--- config.mk ---
export PLATFORM = sky130hd
export DESIGN_NAME = song_sequencer
export DESIGN_NICKNAME = d
export VERILOG_FILES = /design/src/rtl/song_sequencer_pkg.sv /design/src/rtl/song_sequencer_square_tone_gen.sv /design/src/rtl/song_sequencer.sv
export SDC_FILE = /design/constraint.sdc
export NUM_CORES = 1
export LEC_CHECK = 0
export ABC_CLOCK_PERIOD_IN_PS = 3050
export BUFFER_PORTS_ARGS = -buffer_cell sky130_fd_sc_hd__buf_2
export CAP_MARGIN = 40
export CORE_MARGIN = 2
export CORE_UTILIZATION = 51
export CTS_CLUSTER_SIZE = 30
export DETAILED_ROUTE_END_ITERATION = 16
export GPL_ROUTABILITY_DRIVEN = 0
export PLACE_DENSITY = 0.77
export SYNTH_ARGS = -nofsm -noshare
export SYNTH_HDL_FRONTEND = slang
export SYNTH_SLANG_ARGS = --single-unit
--- constraint.sdc ---
create_clock -name CLOCK_50 -period 3.05 [get_ports CLOCK_50]
set_input_delay 0 -clock CLOCK_50 [delete_from_list [all_inputs] [get_ports CLOCK_50]]
set_output_delay 0 -clock CLOCK_50 [all_outputs]
set_load 0.01 [all_outputs]
--- src/rtl/song_sequencer_pkg.sv ---
// rtl/song_sequencer_pkg.sv - shared state encoding and default constants for the song sequencer
//
// Contents:
//   seq_state_e             sequencer FSM state encoding
//   DEF_*                   default address, width, tempo and latency constants
//   DEF_AMP                 sample magnitude driven to the audio mixer
package song_sequencer_pkg;

  typedef enum logic [2:0] {
    ST_IDLE  = 3'd0,
    ST_FETCH = 3'd1,
    ST_LATCH = 3'd2,
    ST_PLAY  = 3'd3,
    ST_DONE  = 3'd4
  } seq_state_e;

  localparam int unsigned DEF_ADDR_W            = 10;
  localparam int unsigned DEF_NOTE_W            = 20;
  localparam int unsigned DEF_LAST_ADDR         = 252;
  localparam int unsigned DEF_TEMPO_SWITCH_ADDR = 197;
  localparam int unsigned DEF_TEMPO_SLOW        = 9200000;
  localparam int unsigned DEF_TEMPO_FAST        = 7800000;
  localparam int unsigned DEF_CNT_W             = 27;
  localparam int unsigned DEF_ROM_LAT           = 2;

  localparam logic signed [31:0] DEF_AMP = 32'sd1000000000;

endpackage

--- src/rtl/song_sequencer_square_tone_gen.sv ---
// rtl/song_sequencer_square_tone_gen.sv - square-wave tone generator and mixer sample select
//
// Ports:
//   clk          in   system clock
//   resetn       in   synchronous active-low reset
//   clear        in   synchronous clear of the half-period counter and tone
//   active       in   sequencer is playing and not paused
//   half_period  in   current note half-period in clock cycles (0 = rest)
//   tone_valid   out  note sounding
//   tone_out     out  square wave
//   sample       out  signed +AMP / -AMP while sounding, else 0
module square_tone_gen import song_sequencer_pkg::*; #(
  parameter int unsigned       NOTE_W = DEF_NOTE_W,
  parameter logic signed [31:0] AMP   = DEF_AMP
) (
  input  logic                clk,
  input  logic                resetn,
  input  logic                clear,
  input  logic                active,
  input  logic [NOTE_W-1:0]   half_period,
  output logic                tone_valid,
  output logic                tone_out,
  output logic signed [31:0]  sample
);

  // Negative level is a folded constant, so the sample path is a pure mux.
  localparam logic signed [31:0] AMP_NEG = -AMP;

  logic [NOTE_W-1:0] cnt_q, cnt_d;
  logic              tone_q, tone_d;

  always_ff @(posedge clk) begin
    if (!resetn) begin
      cnt_q  <= '0;
      tone_q <= 1'b0;
    end else begin
      cnt_q  <= cnt_d;
      tone_q <= tone_d;
    end
  end

  // A zero half-period is a rest: never sounding, so the tone never toggles.
  assign tone_valid = active && (half_period != '0);

  always_comb begin
    cnt_d  = cnt_q;
    tone_d = tone_q;
    if (clear) begin
      cnt_d  = '0;
      tone_d = 1'b0;
    end else if (tone_valid) begin
      if (cnt_q == half_period - NOTE_W'(1)) begin
        cnt_d  = '0;
        tone_d = ~tone_q;
      end else begin
        cnt_d = cnt_q + NOTE_W'(1);
      end
    end
  end

  assign tone_out = tone_q;

  always_comb begin
    sample = '0;
    if (tone_valid) begin
      sample = tone_q ? AMP : AMP_NEG;
    end
  end

endmodule

--- src/rtl/song_sequencer.sv ---
// rtl/song_sequencer.sv - note ROM sequencer with tempo control, pause, restart and loop
//
// Ports:
//   CLOCK_50     in   system clock
//   resetn       in   synchronous active-low reset
//   play         in   level: 1 = run, 0 = pause
//   restart      in   one-cycle pulse: return to address 0
//   loop_en      in   1 = wrap after LAST_ADDR, 0 = stop in DONE
//   rom_addr     out  registered note ROM address
//   rom_q        in   note ROM data (half-period), ROM_LAT cycles behind rom_addr
//   half_period  out  latched current note
//   note_strobe  out  one-cycle pulse after a note is latched
//   tone_valid   out  note sounding
//   tone_out     out  square wave
//   sample       out  signed 32-bit mixer sample
//   song_done    out  high while in DONE
module song_sequencer import song_sequencer_pkg::*; #(
  parameter int unsigned        ADDR_W            = DEF_ADDR_W,
  parameter int unsigned        NOTE_W            = DEF_NOTE_W,
  parameter int unsigned        LAST_ADDR         = DEF_LAST_ADDR,
  parameter int unsigned        TEMPO_SWITCH_ADDR = DEF_TEMPO_SWITCH_ADDR,
  parameter int unsigned        TEMPO_SLOW        = DEF_TEMPO_SLOW,
  parameter int unsigned        TEMPO_FAST        = DEF_TEMPO_FAST,
  parameter int unsigned        CNT_W             = DEF_CNT_W,
  parameter int unsigned        ROM_LAT           = DEF_ROM_LAT,
  parameter logic signed [31:0] AMP               = DEF_AMP
) (
  input  logic                CLOCK_50,
  input  logic                resetn,
  input  logic                play,
  input  logic                restart,
  input  logic                loop_en,
  output logic [ADDR_W-1:0]   rom_addr,
  input  logic [NOTE_W-1:0]   rom_q,
  output logic [NOTE_W-1:0]   half_period,
  output logic                note_strobe,
  output logic                tone_valid,
  output logic                tone_out,
  output logic signed [31:0]  sample,
  output logic                song_done
);

  localparam int WAIT_W = (ROM_LAT > 1) ? $clog2(ROM_LAT) : 1;

  localparam logic [CNT_W-1:0]  SLOW_LAST   = CNT_W'(TEMPO_SLOW - 1);
  localparam logic [CNT_W-1:0]  FAST_LAST   = CNT_W'(TEMPO_FAST - 1);
  localparam logic [ADDR_W-1:0] LAST_A      = ADDR_W'(LAST_ADDR);
  localparam logic [ADDR_W-1:0] SWITCH_A    = ADDR_W'(TEMPO_SWITCH_ADDR);
  localparam logic [WAIT_W-1:0] WAIT_LAST   = WAIT_W'(ROM_LAT - 1);

  seq_state_e        state_q, state_d;
  logic [ADDR_W-1:0] addr_q, addr_d;
  logic [NOTE_W-1:0] hp_q, hp_d;
  logic [CNT_W-1:0]  dur_q, dur_d;
  logic [WAIT_W-1:0] wait_q, wait_d;
  logic              strobe_q, strobe_d;
  logic              done_q, done_d;

  logic [CNT_W-1:0]  dur_limit;
  logic              dur_last;
  logic              note_end;
  logic              at_last;
  logic              fetch_done;
  logic              tone_clear;
  logic              tone_active;

  // State register

  always_ff @(posedge CLOCK_50) begin
    if (!resetn) begin
      state_q  <= ST_IDLE;
      addr_q   <= '0;
      hp_q     <= '0;
      dur_q    <= '0;
      wait_q   <= '0;
      strobe_q <= 1'b0;
      done_q   <= 1'b0;
    end else begin
      state_q  <= state_d;
      addr_q   <= addr_d;
      hp_q     <= hp_d;
      dur_q    <= dur_d;
      wait_q   <= wait_d;
      strobe_q <= strobe_d;
      done_q   <= done_d;
    end
  end

  // The tempo is chosen by the address of the note being played.
  assign dur_limit  = (addr_q <= SWITCH_A) ? SLOW_LAST : FAST_LAST;
  assign dur_last   = (dur_q == dur_limit);
  assign note_end   = (state_q == ST_PLAY) && play && dur_last;
  assign at_last    = (addr_q == LAST_A);
  assign fetch_done = (wait_q == WAIT_LAST);

  // Next-state logic

  always_comb begin
    state_d = state_q;
    case (state_q)
      ST_IDLE:  if (play) state_d = ST_FETCH;
      ST_FETCH: if (fetch_done) state_d = ST_LATCH;
      ST_LATCH: state_d = ST_PLAY;
      ST_PLAY:  if (note_end) state_d = (at_last && !loop_en) ? ST_DONE : ST_FETCH;
      ST_DONE:  state_d = ST_DONE;
      default:  state_d = ST_IDLE;
    endcase
    // restart outranks both a note end and the DONE hold.
    if (restart) begin
      state_d = play ? ST_FETCH : ST_IDLE;
    end
  end

  // Datapath and registered outputs

  always_comb begin
    addr_d     = addr_q;
    hp_d       = hp_q;
    dur_d      = dur_q;
    wait_d     = wait_q;
    strobe_d   = 1'b0;
    done_d     = done_q;
    tone_clear = 1'b0;
    case (state_q)
      ST_IDLE: begin
        wait_d = '0;
      end
      ST_FETCH: begin
        if (!fetch_done) wait_d = wait_q + WAIT_W'(1);
      end
      ST_LATCH: begin
        hp_d       = rom_q;
        strobe_d   = 1'b1;
        dur_d      = '0;
        tone_clear = 1'b1;
      end
      ST_PLAY: begin
        // Pause (play=0) leaves the duration count untouched.
        if (play) begin
          if (dur_last) begin
            wait_d = '0;
            if (!at_last)    addr_d = addr_q + ADDR_W'(1);
            else if (loop_en) addr_d = '0;
            else              done_d = 1'b1;
          end else begin
            dur_d = dur_q + CNT_W'(1);
          end
        end
      end
      ST_DONE: begin
        done_d = 1'b1;
      end
      default: begin
        done_d = 1'b0;
      end
    endcase
    if (restart) begin
      addr_d     = '0;
      hp_d       = '0;
      dur_d      = '0;
      wait_d     = '0;
      strobe_d   = 1'b0;
      done_d     = 1'b0;
      tone_clear = 1'b1;
    end
  end

  assign tone_active = (state_q == ST_PLAY) && play;

  assign rom_addr    = addr_q;
  assign half_period = hp_q;
  assign note_strobe = strobe_q;
  assign song_done   = done_q;

  square_tone_gen #(
    .NOTE_W (NOTE_W),
    .AMP    (AMP)
  ) u_tone (
    .clk         (CLOCK_50),
    .resetn      (resetn),
    .clear       (tone_clear),
    .active      (tone_active),
    .half_period (hp_q),
    .tone_valid  (tone_valid),
    .tone_out    (tone_out),
    .sample      (sample)
  );

endmodule

==> results_dict.tcl <==
set metrics [dict create \
    status "complete, no violations" \
    drtPass1Iterations 4 \
    power_density_nw_per_um2 342 \
    r2r_cells 8 \
    ys_ff_latch 84 \
    setup_viol 0 \
    die-area_um2 10600 \
    cts_buffers 9 \
    r2r_setup_slack_ns 0.12 \
    total_power_mw 2.00 \
    die_h_um 103 \
    grt_max_degree 35 \
    wl_per_cell_um 15.0 \
    most-common-layout-cells "84 x dfxtp_1, 83 x nand2_1, 81 x buf_2" \
    timing.final.ws_setup_ns 0.119 \
    crit_buf_inv 2 \
    ant_nets 0 \
    dp_slack_ns 0.173 \
    nNetsFinal 749 \
    slowest_delay_ns 0.62 \
    final_common_cell "dfxtp_1" \
    synth_top_area_cell "dfxtp_1" \
    cts_root_buf "clkbuf_8" \
    p_leak_nw 2.32 \
    synth_edf_count 0 \
    synth_seq_area_share_pct 33.6 \
    ys.flop_type "dfxtp_1" \
    ir_worst_vdd_mv 0.275 \
    seq_area_um2 1680 \
    io_pins 91 \
    diodes 0 \
    tightest_slew_ns 0.756 \
    die_w_um 103 \
    syn_inst 632 \
    async_flop_share_pct 0 \
    viasPerCell 5.71 \
    r2r_start "half_period[0]$_SDFFE_PP0P_" \
    cp.arrival_ns 3.17 \
    syn_to_final_growth_pct 17.0 \
    cp.required_ns 3.29 \
    worst_clock_skew_ns 0.0122 \
    totalWireLength_um 12800 \
    instances_no_fill 856 \
    cts-htree-levels 3 \
    grt_pass1_vias 4423 \
    avgSynthCellArea_um2 7.92 \
    clock_latency_ns 0.36 \
    min_from "restart" \
    crit_type "register to register" \
    hold_viol 0 \
    startpoint_type "register" \
    path_clk_slew_ns 0.09 \
    cts_tree "done" \
    grt_util_met3_pct 2.98 \
    yosysTopAreaCellShare_pct 33.6 \
    grtUsageMet2_pct 43.2 \
    grt-ovfl-total 0 \
    tns_ns 0 \
    r2r_end "u_tone.cnt_q[1]$_SDFFE_PP0P_" \
    core_um2 9640 \
    slew_viol_final 0 \
    cp_cell_sequence "buf_4 -> or4_1 -> nor4_2 -> o21ai_0 -> or3_1 -> nor4_4 -> buf_12 -> nor3_1" \
    cp_slowest_cell "or4_1" \
    min_period_over_period_pct 96.1 \
    num_rows 36 \
    drive_gt1_share_pct 19.8 \
    cp_top_family "simple AND/OR/NAND/NOR gates" \
    antenna_found_initial 0 \
    clockBufferDepth 2 \
    cts.sinks 84 \
    multi_input_area_um2 2940 \
    hold_path_class "primary input to register" \
    rsz0062_at_grt "no" \
    fill_cells 880 \
    first_iter_violations 175 \
    fmaxAchievable_mhz 341 \
    drc_errors 0 \
    synth.distinct_cells 70 \
    grt_pass1_wl_um 20700 \
    busiest_layer "met2" \
    synth_area_um2 5010 \
    dr_total_vias 4884 \
    hold_path_depth 4 \
    ys_warn_count 0 \
    drv_cap 0 \
    crit_path_end_kind "register" \
    holdWs_ns 0.0254 \
    numPortBuffers 81 \
    start_util_pct 51.9 \
    dp_cells 819 \
    grt_usage_pct 24.6 \
    path_max_fanout 20 \
    hold_end "state_q[0]$_SDFFE_PN0P_" \
    min_period_ns 2.93 \
    hpwl_um 9240 \
    grtUsageMet1_pct 30.3 \
    max-slew-margin-rel_pct 49.2 \
    synth.area.top_cells "dfxtp_1 34%, nand2_1 6.2%, xnor2_1 4.9%" \
]
==> state kept, by name, summed over array words and instances (netlist names) <==
register and cells:
rom_addr 10, state_q 3, half_period 20, dur_q 27, note_strobe 1, song_done 1, fetch_done 1, u_tone.cnt_q 20
u_tone.tone_out 1
==> worst min-delay path, delay by kind of cell <==
family,cells,cell delay (ns)
compound gates,2,0.19
buf+inv,1,0.10
simple gates,1,0.05
==> report_power, final <==
part	switching, mW	internal (mW)
Sequential	0.00342	1.10
Clock	0.425	0.382
Combinational	0.0501	0.0424
==> cell families (layout without fill, tap and decap cells) <==
logic type	count (synthesis)	count (layout)	share of synthesized area, %
buffers and inverters	72	155	8.45
other	1	9	0.0749
muxes	6	6	1.20
adders and majority gates	6	6	1.50
AOI/OAI and AO/OA	114	114	14.2
and+or+nand+nor	298	298	32.1
DFF	84	84	33.6
xor gates and xnor gates	51	51	8.92
==> worst max path at each step <==
| stage | start | end | slack (ns) | cells past startpoint |
|---|---|---|---|---|
| floorplan | half_period[0]$_SDFFE_PP0P_ | u_tone.cnt_q[2]$_SDFFE_PP0P_ | 0.09 | 11 |
| global placement | half_period[0]$_SDFFE_PP0P_ | u_tone.cnt_q[1]$_SDFFE_PP0P_ | 0.25 | 8 |
| detailed placement | half_period[1]$_SDFFE_PP0P_ | u_tone.cnt_q[12]$_SDFFE_PP0P_ | 0.17 | 10 |
| CTS | half_period[1]$_SDFFE_PP0P_ | u_tone.cnt_q[4]$_SDFFE_PP0P_ | 0.12 | 10 |
| global route | half_period[0]$_SDFFE_PP0P_ | u_tone.cnt_q[16]$_SDFFE_PP0P_ | 0.02 | 8 |
| finish | half_period[0]$_SDFFE_PP0P_ | u_tone.cnt_q[1]$_SDFFE_PP0P_ | 0.12 | 8 |
==> per-stage QoR <==
step           area (um2)  utilization (%)
3_3_place_gp         5440             56.5
4_1_cts              5850             60.7
3_5_place_dp         5440             56.5
2_1_floorplan        5040                -
6_report             5860             60.8
5_1_grt              5860             60.8
==> synthesized netlist by cell type, drive strengths merged, types with 12 or more instances <==
| master | count |
|---|---|
| a21oi | 48 |
| nor2 | 48 |
| and3 | 16 |
| or3 | 19 |
| nand2 | 84 |
| clkbuf | 23 |
| buf | 36 |
| xor2 | 23 |
| nor3 | 40 |
| dfxtp | 84 |
| nand3 | 20 |
| o21ai | 25 |
| inv | 12 |
| xnor2 | 28 |
==> area by class of cell <==
type                       instances  area share, %
tap                              133           2.84
clock buffer                      11           2.24
sequential                        84           28.7
inverter                          12          0.769
clock inverter                     5           1.05
timing repair buffer             127           14.1
multi-input combinational        484           50.2
==> repair_timing <==
| action | CTS | global route |
|---|---|---|
| buffers inserted | 0 | 0 |
| hold buffers | 21 | 0 |
| hold endpoints to repair | 21 | 0 |
| resized for setup | 0 | 2 |
| endpoints found under the setup margin | 0 | 20 |
==> per-layer routing <==
layer  vias up  wire length (um)  part of all wire [%]
met2       133              6510                    51
met5         -                 0                     0
met1      2350              5460                    43
li1       2372                 -                     -
met4         0               300                   2.3
met3        29               538                   4.2
No activity file was read; power rests on OpenSTA's default activity.
